$ cat config.mk
export PLATFORM = sky130hd
export DESIGN_NAME = mem_load_stage
export DESIGN_NICKNAME = d
export VERILOG_FILES = /design/src/rtl/mem_load_stage.sv
export SDC_FILE = /design/constraint.sdc
export NUM_CORES = 1
export LEC_CHECK = 0
export ABC_AREA = 1
export BUFFER_PORTS_ARGS = -buffer_cell sky130_fd_sc_hd__buf_4
export CAP_MARGIN = 20
export CORE_MARGIN = 3
export CORE_UTILIZATION = 47
export CTS_BUF_LIST = sky130_fd_sc_hd__clkbuf_16
export DETAILED_ROUTE_END_ITERATION = 12
export PLACE_DENSITY_LB_ADDON = 0.15
export SYNTH_ARGS = -nofsm -noshare
export SYNTH_HDL_FRONTEND = slang
export SYNTH_SLANG_ARGS = --single-unit
$ cat constraint.sdc
create_clock -name clk -period 1.7 [get_ports clk]
set_input_delay 0.34 -clock clk [delete_from_list [all_inputs] [get_ports clk]]
set_output_delay 0.34 -clock clk [all_outputs]
set_load 0.05 [all_outputs]
$ cat src/rtl/mem_load_stage.sv
// Memory-load pipeline stage.
// Holds one instruction. Loads wait here for the data-cache read response,
// which is formatted (lane select, sign/zero extension, LWL/LWR merge) into
// the write-back result. Non-loads pass straight through. Responses that
// belong to loads killed by a flush are counted in drop_cnt and discarded.
//
// Ports:
//   clk, reset            clock, synchronous active-high reset
//   flush                 kill the held instruction and any pending load
//   m1s_to_ms_valid       upstream valid;  ms_allowin: stage can accept
//   in_*                  instruction fields registered on accept
//   dcache_rvalid/rdata   one-cycle read-response pulse and its data
//   ws_allowin            downstream can accept; ms_to_ws_valid: result valid
//   out_*                 held instruction fields and final write-back data
//   fwd_dest/result/ok    bypass address (0 when empty), data, data-final flag
module mem_load_stage #(
  parameter int XLEN   = 32,
  parameter int PC_W   = 32,
  parameter int DEST_W = 5,
  localparam int OFF_W = $clog2(XLEN / 8)
) (
  input  logic              clk,
  input  logic              reset,
  input  logic              flush,
  input  logic              m1s_to_ms_valid,
  output logic              ms_allowin,
  input  logic [PC_W-1:0]   in_pc,
  input  logic [DEST_W-1:0] in_dest,
  input  logic              in_gr_we,
  input  logic              in_res_from_mem,
  input  logic [3:0]        in_load_op,
  input  logic [OFF_W-1:0]  in_addr_lo,
  input  logic [XLEN-1:0]   in_rt_value,
  input  logic [XLEN-1:0]   in_alu_result,
  input  logic              in_ex,
  input  logic              in_cp0_sel,
  input  logic [XLEN-1:0]   in_cp0_data,
  input  logic              dcache_rvalid,
  input  logic [XLEN-1:0]   dcache_rdata,
  input  logic              ws_allowin,
  output logic              ms_to_ws_valid,
  output logic [PC_W-1:0]   out_pc,
  output logic [DEST_W-1:0] out_dest,
  output logic              out_gr_we,
  output logic              out_ex,
  output logic [XLEN-1:0]   out_result,
  output logic [DEST_W-1:0] fwd_dest,
  output logic [XLEN-1:0]   fwd_result,
  output logic              fwd_data_ok
);

  typedef enum logic [1:0] {S_EMPTY, S_WAIT, S_READY} state_t;

  state_t              state;
  logic [1:0]          drop_cnt;
  logic                res_from_mem_q, ex_q, cp0_sel_q;
  logic [3:0]          load_op_q;
  logic [OFF_W-1:0]    addr_lo_q;
  logic [31:0]         rt_q;
  logic [XLEN-1:0]     alu_q, cp0_q, data_q;

  logic                accept, rsp_take, rsp_drop, kill_wait;

  always_comb begin
    ms_to_ws_valid = (state == S_READY);
    ms_allowin     = (state == S_EMPTY) || (ms_to_ws_valid && ws_allowin);
    accept         = m1s_to_ms_valid && ms_allowin && !flush;
    rsp_drop       = dcache_rvalid && (drop_cnt != 2'd0);
    rsp_take       = dcache_rvalid && (drop_cnt == 2'd0) && (state == S_WAIT);
    // A response consumed in the flush cycle belongs to the killed load
    // itself, so nothing is left outstanding for it.
    kill_wait      = flush && (state == S_WAIT) && !rsp_take;
  end

  always_ff @(posedge clk) begin
    if (reset) begin
      state          <= S_EMPTY;
      drop_cnt       <= '0;
      out_pc         <= '0;
      out_dest       <= '0;
      out_gr_we      <= 1'b0;
      res_from_mem_q <= 1'b0;
      load_op_q      <= '0;
      addr_lo_q      <= '0;
      rt_q           <= '0;
      alu_q          <= '0;
      out_ex         <= 1'b0;
      cp0_sel_q      <= 1'b0;
      cp0_q          <= '0;
      data_q         <= '0;
    end else begin
      if (kill_wait && !rsp_drop) begin
        if (drop_cnt != 2'd3) drop_cnt <= drop_cnt + 2'd1;
      end else if (rsp_drop && !kill_wait) begin
        drop_cnt <= drop_cnt - 2'd1;
      end

      if (rsp_take) data_q <= dcache_rdata;

      if (flush) begin
        state <= S_EMPTY;
      end else if (accept) begin
        out_pc         <= in_pc;
        out_dest       <= in_dest;
        out_gr_we      <= in_gr_we;
        res_from_mem_q <= in_res_from_mem;
        load_op_q      <= in_load_op;
        addr_lo_q      <= in_addr_lo;
        rt_q           <= in_rt_value[31:0];
        alu_q          <= in_alu_result;
        out_ex         <= in_ex;
        cp0_sel_q      <= in_cp0_sel;
        cp0_q          <= in_cp0_data;
        state          <= (in_res_from_mem && !in_ex) ? S_WAIT : S_READY;
      end else if (state == S_READY && ws_allowin) begin
        state <= S_EMPTY;
      end else if (rsp_take) begin
        state <= S_READY;
      end
    end
  end

  // Load formatting: lanes are floor-aligned to their own size.
  logic [OFF_W-1:0] half_off, word_off;
  logic [7:0]       lane_b;
  logic [15:0]      lane_h;
  logic [31:0]      lane_w, lwl, lwr;
  logic [4:0]       lsh, rsh;
  logic [XLEN-1:0]  fmt_data;

  always_comb begin
    half_off = addr_lo_q & ~OFF_W'(1);
    word_off = addr_lo_q & ~OFF_W'(3);
    lane_b   = 8'(data_q >> {addr_lo_q, 3'b000});
    lane_h   = 16'(data_q >> {half_off, 3'b000});
    lane_w   = 32'(data_q >> {word_off, 3'b000});
    // LWL shifts left by 3-b bytes, LWR right by b bytes; rt fills the rest.
    lsh      = {~addr_lo_q[1:0], 3'b000};
    rsh      = {addr_lo_q[1:0], 3'b000};
    lwl      = (lane_w << lsh) | (rt_q & ~(32'hFFFF_FFFF << lsh));
    lwr      = (lane_w >> rsh) | (rt_q & ~(32'hFFFF_FFFF >> rsh));
    case (load_op_q)
      4'd0:    fmt_data = XLEN'($signed(lane_b));
      4'd1:    fmt_data = XLEN'(lane_b);
      4'd2:    fmt_data = XLEN'($signed(lane_h));
      4'd3:    fmt_data = XLEN'(lane_h);
      4'd4:    fmt_data = XLEN'($signed(lane_w));
      4'd5:    fmt_data = (XLEN == 32) ? XLEN'($signed(lane_w)) : XLEN'(lane_w);
      4'd6:    fmt_data = (XLEN == 32) ? XLEN'($signed(lane_w)) : data_q;
      4'd7:    fmt_data = XLEN'($signed(lwl));
      4'd8:    fmt_data = XLEN'($signed(lwr));
      default: fmt_data = data_q;
    endcase
  end

  always_comb begin
    if (res_from_mem_q && !out_ex) out_result = fmt_data;
    else if (cp0_sel_q)            out_result = cp0_q;
    else                           out_result = alu_q;
    fwd_result  = out_result;
    fwd_data_ok = (state == S_READY);
    fwd_dest    = (state != S_EMPTY && out_gr_we) ? out_dest : '0;
  end

endmodule

==> out/metrics.cfg, run 1 <==
[floorplanning]
fp-row-count = 51
io_pins = 292
die_area_sq_um = 21710
coreArea_sq_um = 19530
chipWidth_um = 147.3
initial_core_util_pct = 48.08
fp.dieH_um = 147.3

[global_routing]
grt_usage_pct = 32.39
grt_pass1_wl_mm = 56.26
grt_remaining_overflow = 0
grt_max_degree = 87
first_global_vias = 10890
antenna_found_initial = 0

[yosys]
synth-seq-cells = 179
yosysTopAreaCellShare_pct = 38.17
synth_area_leaders = dfxtp_1 38%, nor2_1 16%, o21ai_0 14%, nand2_1 11%, nand3_1 6.2%
seq_area_frac_synth_pct = 38.17
syn_inst = 1506
syn_area_sq_um = 9389
ys.warnings.count = 0
syn_nets = 1687
synth_top_cell_by_area = dfxtp_1
netlist-cell-type-count = 24
syn_area_per_cell_sq_um = 6.234

[clocking]
cts_made_buffers = 17
numClockSinks = 179
insertion_delay_ns = 0.44
clkTransAtPathRegs_ns = 0.08
cts_hold_buffers = 0
clock_path_buffers = 2
cts_tree = built
cts-root-buf = clkbuf_16
htree_levels = 4

[placed_design]
port_buffers = 291
finalWeightedCongestion = 0.9751
dp_hpwl_mm = 26.88
placed_area_sq_um = 12970

[setup_path]
cp_slowest_cell = dfxtp_4
crit_family = buffers and inverters
crit_path_end_kind = output port
required_ns = 1.36
cp.arrival_ns = 2.08
cpPeakStageDelay_ns = 0.36
crit_type = flop to output port
cp_cell_sequence = inv_6 -> nand2_4 -> nor2_4 -> inv_4 -> nand2_8 -> buf_12 -> buf_12 -> nand3_4 -> o21ai_4 -> nand2_4 -> buf_6
path_max_fanout = 7
critPathBufInv = 5
cp-start-kind = flop

[timing]
finalCritPeriodShare_pct = 142.2
setup_viol_count_final = 64
rsz0062_at_grt = yes
timing.hold.ws_ns = 0.09016
fmax_ghz = 0.4138
clock_skew_ns = 0.01385
fin_crit_ns = 2.417
tightest_slew_ns = 0.5332
fin_ws_ns = -0.7166
tns_ns = -41.72
slew_headroom_pct = 64.08
finalHoldViolCount = 0
drv_slew = 0

[drt]
top_layer = met4
wire_per_inst_um = 17.58
wl_met2_mm = 18.08
drt_iter0_markers = 874
avgViaCountPerCell = 5.342
met1Wirelength_mm = 14.68
ant_nets = 0
wl_mm = 37.32
dr.pass1.iters = 5
wl_met3_mm = 3.044
drc = 0
vias = 11340

[cells_and_area]
layout.nets = 2026
fin_area_sq_um = 14920
n_antenna_cell = 0
areaGrowthSynthToFinish_pct = 58.90
drive_gt1_share_pct = 37.67
fin_util_pct = 76.41

[min_path]
hold_path.class = input pin to flop

[pwr]
p_per_area_nw_per_um2 = 884.3
ir_drop_mv = 0.7749
p_leak_nw = 6.919
fin_total_pwr_mw = 13.19

[outcome]
status = finished, violations left
violations = negative setup slack

[job]
cap_viol_max_count = 0

[metrics by stage]
step | worst slack (ns) | instances
detailed placement | -0.2880 | 2071
CTS | -0.6999 | 2110
global placement | -0.2893 | 2071
finish | -0.7166 | 2123
floorplan | -0.2170 | 1506
global route | -0.7892 | 2123
[path summary, 6_finish.rpt]
kind                                    from             end  slack [ns]  cells past startpoint
worst max-delay path            load_op_q[3]  fwd_result[12]       -0.72                     11
worst min-delay path                   reset     drop_cnt[0]        0.09                      2
worst max register to register      state[0]      data_q[30]        0.14                      8
worst min register to register     cp0_q[24]       cp0_q[24]        0.48                      2
[layout make-up]
| type | count | area (sq um) |
|---|---|---|
| multi-input cells | 1120 | 5897 |
| clock inverters | 15 | 190.2 |
| flip-flops and latches | 179 | 3610 |
| well taps | 265 | 331.6 |
| inverters | 74 | 312.8 |
| fillers | 1496 | 4607 |
| repair buffers | 453 | 4153 |
| clock buffers | 17 | 425.4 |
[power by group]
part | internal (mW) | total [mW] | switching, mW
Clock | 2.24 | 4.17 | 1.94
Combinational | 1.74 | 4.40 | 2.66
Sequential | 4.45 | 4.62 | 0.173
[state kept, by name, indices dropped and copies added (netlist names)]
name,flops
state,2
cp0_sel_q,1
data_q,32
out_gr_we,1
alu_q,32
addr_lo_q,2
cp0_q,32
out_ex,1
out_dest,5
load_op_q,4
res_from_mem_q,1
rt_q,32
out_pc,32
drop_cnt,2
[synthesized netlist by cell type]
library cell  instances
buf_2                26
dfxtp_1             179
nand3_1             116
inv_2                 5
a21oi_1              36
nand2_2               2
nand2_1             269
clkbuf_1             58
nor2_4                1
nor2_1              400
or2_2                 9
nor2_2                2
nand3_2               1
nor3_1                2
o21ai_2               1
o22ai_1               6
o211ai_1              6
xnor2_1               1
inv_1                67
nand3b_1              1
o21ai_0             266
buf_1                 5
buf_4                45
clkinv_1              2
[metal layers]
metal / vias up / track usage [%]
li1: 5502 / -
met1: 5238 / 40.16
met2: 507 / 54.70
met3: 94 / 7.341
met4: 0 / 12.95
met5: - / 0
[cells by family after synthesis]
family	synth area share, %
AOI/OAI and AO/OA	17.07
xor gates and xnor gates	0.09330
buffers and inverters	10.46
DFF	38.17
and+or+nand+nor	34.21
[cells in the final DEF, fill, tap and decap left out, drive strengths merged, types with 6 or more instances in the layout]
master / count
o22ai: 6
o21ai: 267
clkinv: 7
nor2: 403
dfxtp: 179
nand3: 117
or2: 9
clkbuf: 20
a21oi: 36
inv: 78
o211ai: 6
nand2: 272
buf: 450
[timing repair]
item | 4_1_cts | 5_1_grt
pin swaps | 23 | 36
setup endpoints to repair | 70 | 70
buffers inserted | 5 | 10
cloned | 2 | 4
gates resized for setup | 168 | 138
hold endpoints to repair | 0 | 0
Note: power is estimated with default switching activity, not from simulation.
==> run 2, diff against run 1 <==
ABC_AREA = 0   (was 1)
==> run 2 against run 1 <==
Net effect:
- power is 12% lower
- synthesized area shrank 3.4%
- core utilization decreased by 0.58 points
- synthesized cell count fell by 21%
- the flow still finishes with violations (negative setup slack)
==> out/metrics.cfg, run 2 <==
[setup_path]
crit_path_end_kind = output port
cp-start-kind = flop
required_ns = 1.36
cpPeakStageDelay_ns = 0.44
cp_cell_sequence = mux2i_4 -> mux2i_2 -> and2_4 -> a221o_4 -> o221a_4 -> buf_4
path_max_fanout = 8
crit_type = flop to output port
crit_family = compound AO/OA/AOI/OAI gates
critPathBufInv = 1
cp_slowest_cell = a221o_4
cp.arrival_ns = 2.29

[global_routing]
first_global_vias = 9394
grt_max_degree = 61
grt_usage_pct = 31.15
antenna_found_initial = 0
grt_remaining_overflow = 0
grt_pass1_wl_mm = 50.65

[timing]
fin_ws_ns = -0.9347
tns_ns = -56.08
setup_viol_count_final = 65
fmax_ghz = 0.3795
timing.hold.ws_ns = 0.06874
clock_skew_ns = 0.006781
tightest_slew_ns = 0.5189
finalCritPeriodShare_pct = 155.0
drv_slew = 0
rsz0062_at_grt = yes
finalHoldViolCount = 0
slew_headroom_pct = 65.20
fin_crit_ns = 2.635

[clocking]
cts_hold_buffers = 0
cts-root-buf = clkbuf_16
clock_path_buffers = 2
numClockSinks = 179
clkTransAtPathRegs_ns = 0.08
insertion_delay_ns = 0.45
cts_made_buffers = 17
cts_tree = built
htree_levels = 4

[yosys]
yosys-top-cells-count = 395 x nand2_1, 209 x a21oi_1, 179 x dfxtp_1
synth_area_leaders = dfxtp_1 40%, nand2_1 16%, a21oi_1 12%, mux2i_1 7.9%, mux2_2 3.5%
synth_top_flop_cell = dfxtp_1
ys.warnings.count = 0
seq_area_frac_synth_pct = 39.52
syn_inst = 1195
syn_nets = 1376
syn_area_sq_um = 9067
yosysTopAreaCellShare_pct = 39.52
synthArstFlopShare_pct = 0
syn_area_per_cell_sq_um = 7.588
netlist-cell-type-count = 50
synth_most_common_cell = nand2_1
synth_edf_count = 0
synth-seq-cells = 179
synth_top_cell_by_area = dfxtp_1

[pwr]
p_per_area_nw_per_um2 = 808.5
ir_drop_mv = 0.6178
fin_total_pwr_mw = 11.54
p_leak_nw = 5.750

[cells_and_area]
drive_gt1_share_pct = 40.91
final_cell_mix = 390 x nand2_1, 338 x buf_4, 191 x a21oi_1
layout_commonest_cell = nand2_1
n_fill_cell = 1402
areaGrowthSynthToFinish_pct = 57.47
fin_area_sq_um = 14280
layout.nets = 1713
n_antenna_cell = 0

[drt]
drc = 0
wl_mm = 34.70
dr.pass1.iters = 5
ant_nets = 0
drt_iter0_markers = 697
vias = 9980
avgViaCountPerCell = 5.529
wire_per_inst_um = 19.22

[placed_design]
dp_hpwl_mm = 24.54
port_buffers = 291
placed_area_sq_um = 12620
finalWeightedCongestion = 0.9729

[job]
cap_viol_max_count = 0

[outcome]
status = finished, violations left
violations = negative setup slack

[floorplanning]
fp.dieH_um = 144.9
fp-row-count = 50
initial_core_util_pct = 48.15
coreArea_sq_um = 18830
die_area_sq_um = 20990
io_pins = 292
chipWidth_um = 144.9

[min_path]
hold_path.class = input pin to flop

## run 2: final timing paths
| check | startpoint | to | slack, ns | cells after the start |
|---|---|---|---|---|
| worst max-delay path | addr_lo_q[0] | out_result[27] | -0.93 | 6 |
| worst min-delay path | flush | state[0] | 0.07 | 2 |
| worst max register to register | state[0] | data_q[23] | 0.11 | 7 |
| worst min register to register | cp0_q[15] | cp0_q[15] | 0.46 | 2 |
## run 2: cells by family after synthesis
| family | synth area share (%) |
|---|---|
| AOI/OAI and AO/OA | 20.91 |
| and+or+nand+nor | 20.09 |
| DFF | 39.52 |
| buffers and inverters | 7.562 |
| muxes | 11.92 |
## run 2: layer usage
metal | up-vias | GRT usage, % | share of wire, %
li1 | 4746 | - | -
met1 | 4708 | 39.62 | 40
met2 | 450 | 49.05 | 47
met3 | 76 | 9.037 | 8.9
met4 | 0 | 14.04 | 4.1
met5 | - | 0 | 0
## run 2: timing repair
action / in CTS / in global routing
resized for setup: 136 / 61
hold endpoints to repair: 0 / 0
endpoints found under the setup margin: 71 / 130
buffers inserted: 12 / 20
pin swaps: 15 / 25
cloned: 1 / 4
## run 2: area by class of cell
class | instances | area (sq um) | share of cell area, %
Clock buffer | 17 | 425.4 | 2.979
Tap cell | 260 | 325.3 | 2.278
Timing Repair Buffer | 445 | 4064 | 28.46
Sequential cell | 179 | 3613 | 25.31
Multi-Input combinational cell | 883 | 5608 | 39.27
Clock inverter | 15 | 215.2 | 1.507
Inverter | 6 | 27.53 | 0.1928
## run 2: power by group
group	switching, mW	internal (mW)
registers	0.126	4.35
clock network	2.08	2.19
logic	1.60	1.20
total	3.80	7.74
## run 2: through the flow
| stage | utilization (%) | cells | setup slack, ns |
|---|---|---|---|
| 2_1_floorplan | - | 1195 | -0.5275 |
| 3_3_place_gp | 67.03 | 1745 | -0.6328 |
| 3_5_place_dp | 67.03 | 1745 | -0.6530 |
| 4_1_cts | 73.53 | 1787 | -0.9251 |
| 5_1_grt | 75.83 | 1805 | -1.009 |
| 6_report | 75.83 | 1805 | -0.9347 |
==> run 3, diff against run 2 <==
CORE_UTILIZATION = 50   (was 47)
clock period = 2.7 ns   (was 1.7 ns; I/O delays follow)
==> run 3 against run 2 <==
Net effect:
- the flow still finishes with violations (negative setup slack)
- critical endpoint is now out_result[24]
- largest power group unchanged
- clock power is 41% lower
- first-iteration DRC count is 19% higher
- largest cell class unchanged
- cell count is 7.0% lower
==> out/metrics.cfg, run 3 (synthesis gave the netlist of run 2 again) <==
[outcome]
status = finished, violations left
violations = negative setup slack

[min_path]
hold_path_end = state[0]
hp-start = flush
hold_path.class = input pin to flop
hold_depth = 2

[clocking]
insertion_delay_ns = 0.44
cts_tree = built
cts_made_buffers = 17
htree_levels = 4
clock_path_buffers = 2
cts-root-buf = clkbuf_16
clkTransAtPathRegs_ns = 0.07
numClockSinks = 179

[drt]
vias = 9465
dr.pass1.iters = 5
wl_mm = 31.85
wire_per_inst_um = 18.97
ant_nets = 0
drc = 0
avgViaCountPerCell = 5.637
drt_iter0_markers = 829

[global_routing]
antenna_found_initial = 0
grt_remaining_overflow = 0
grt_max_degree = 75
grt_pass1_wl_mm = 47.93
grt_usage_pct = 30.47
first_global_vias = 8995

[timing]
tightest_slew_ns = 0.8207
clock_skew_ns = 0.008305
finalHoldViolCount = 0
drv_slew = 0
timing.hold.ws_ns = 0.2926
fin_crit_ns = 2.831
rsz0062_at_grt = yes
setup_viol_count_final = 56
finalCritPeriodShare_pct = 104.8
fmax_ghz = 0.3533
slew_headroom_pct = 45.29
fin_ws_ns = -0.1306

[setup_path]
reg2reg_from = state[0]
path_max_fanout = 8
cp_cell_sequence = mux2i_4 -> mux2i_2 -> and2_4 -> a221o_4 -> o221a_4 -> buf_6
critPathBufInv = 1
rrSetupSlack_ns = 0.91
cp_slowest_cell = dfxtp_4
required_ns = 2.16
crit_path_end_kind = output port
reg2regPathDepth = 5
cp-start-kind = flop
crit_family = compound AO/OA/AOI/OAI gates
cpPeakStageDelay_ns = 0.43
r2r_end = cp0_q[24]
cp.arrival_ns = 2.29
crit_type = flop to output port

[job]
cap_viol_max_count = 0

[placed_design]
dp_slack_ns = 0.09357
dp_hpwl_mm = 22.22
placed_area_sq_um = 11500
dp_cells = 1630
port_buffers = 291
finalWeightedCongestion = 0.9712

[cells_and_area]
layout_commonest_cell = nand2_1
drive_gt1_share_pct = 34.59
areaGrowthSynthToFinish_pct = 43.31
final_cell_mix = 391 x nand2_1, 269 x buf_4, 194 x a21oi_1
n_antenna_cell = 0
fin_area_sq_um = 13000
fin_util_pct = 74.10
n_fill_cell = 1390
final_cell_count_no_fill = 1679
layout.nets = 1622

[floorplanning]
die_area_sq_um = 19790
chipWidth_um = 140.7
fp-row-count = 48
fp.dieH_um = 140.7
io_pins = 292
initial_core_util_pct = 51.71
coreArea_sq_um = 17540

[pwr]
ir_drop_mv = 0.4673
p_per_area_nw_per_um2 = 534.3
p_leak_nw = 5.177

run 3: cell count changes in the layout (fill, tap and decap cells not counted), sizes merged:
cell / delta
and3: -1
inv: -6
clkinv: +4
buf: -88
clkbuf: -2
clkinvlp: +2
run 3: how the worst max path moves through the flow:
stage | slack, ns | endpoint | cells past startpoint | start
2_1_floorplan | -0.17 | out_result[11] | 7 | addr_lo_q[0]
3_3_place_gp | 0.11 | fwd_result[24] | 6 | addr_lo_q[0]
3_5_place_dp | 0.09 | fwd_result[24] | 6 | addr_lo_q[0]
4_1_cts | -0.13 | fwd_result[24] | 6 | addr_lo_q[0]
5_1_grt | -0.16 | fwd_result[24] | 6 | addr_lo_q[0]
6_report | -0.13 | out_result[24] | 6 | addr_lo_q[0]
run 3: repair_timing:
item,CTS,global route
gates cloned,1,0
pin swaps,26,20
buffers inserted,15,3
hold buffers,0,0
gates resized for setup,128,48
endpoints found under the hold margin,0,0
setup endpoints to repair,64,64
run 3: layout make-up:
| type | instances | area (sq um) | area share (%) |
|---|---|---|---|
| repair buffers | 355 | 3154 | 24.27 |
| flip-flops and latches | 179 | 3603 | 27.73 |
| well taps | 225 | 281.5 | 2.166 |
| clock inverters | 15 | 173.9 | 1.338 |
| clock buffers | 17 | 425.4 | 3.274 |
| multi-input cells | 882 | 5331 | 41.03 |
| inverters | 6 | 25.02 | 0.1926 |
run 3: report_power, final:
part           switching [mW]  internal, mW  total, mW
Clock                    1.18          1.31       2.50
Combinational           0.956         0.663       1.62
Sequential             0.0831          2.74       2.83
Total                    2.22          4.72       6.94
run 3: metal layers:
metal / global-route usage (%) / part of all wire, % / vias to the layer above
met3: 8.412 / 8.6 / 94
met5: 0 / 0 / -
met1: 38.67 / 40 / 4368
li1: - / - / 4557
met4: 14.28 / 4.5 / 0
met2: 48.19 / 47 / 446
run 3: metrics by stage:
stage	TNS, ns	power, mW
final	-3.879	6.943
after global routing	-7.073	7.175
after CTS	-3.528	6.926
after detailed placement	0	4.325
after global placement	0	4.314
after floorplan	-0.1716	3.820
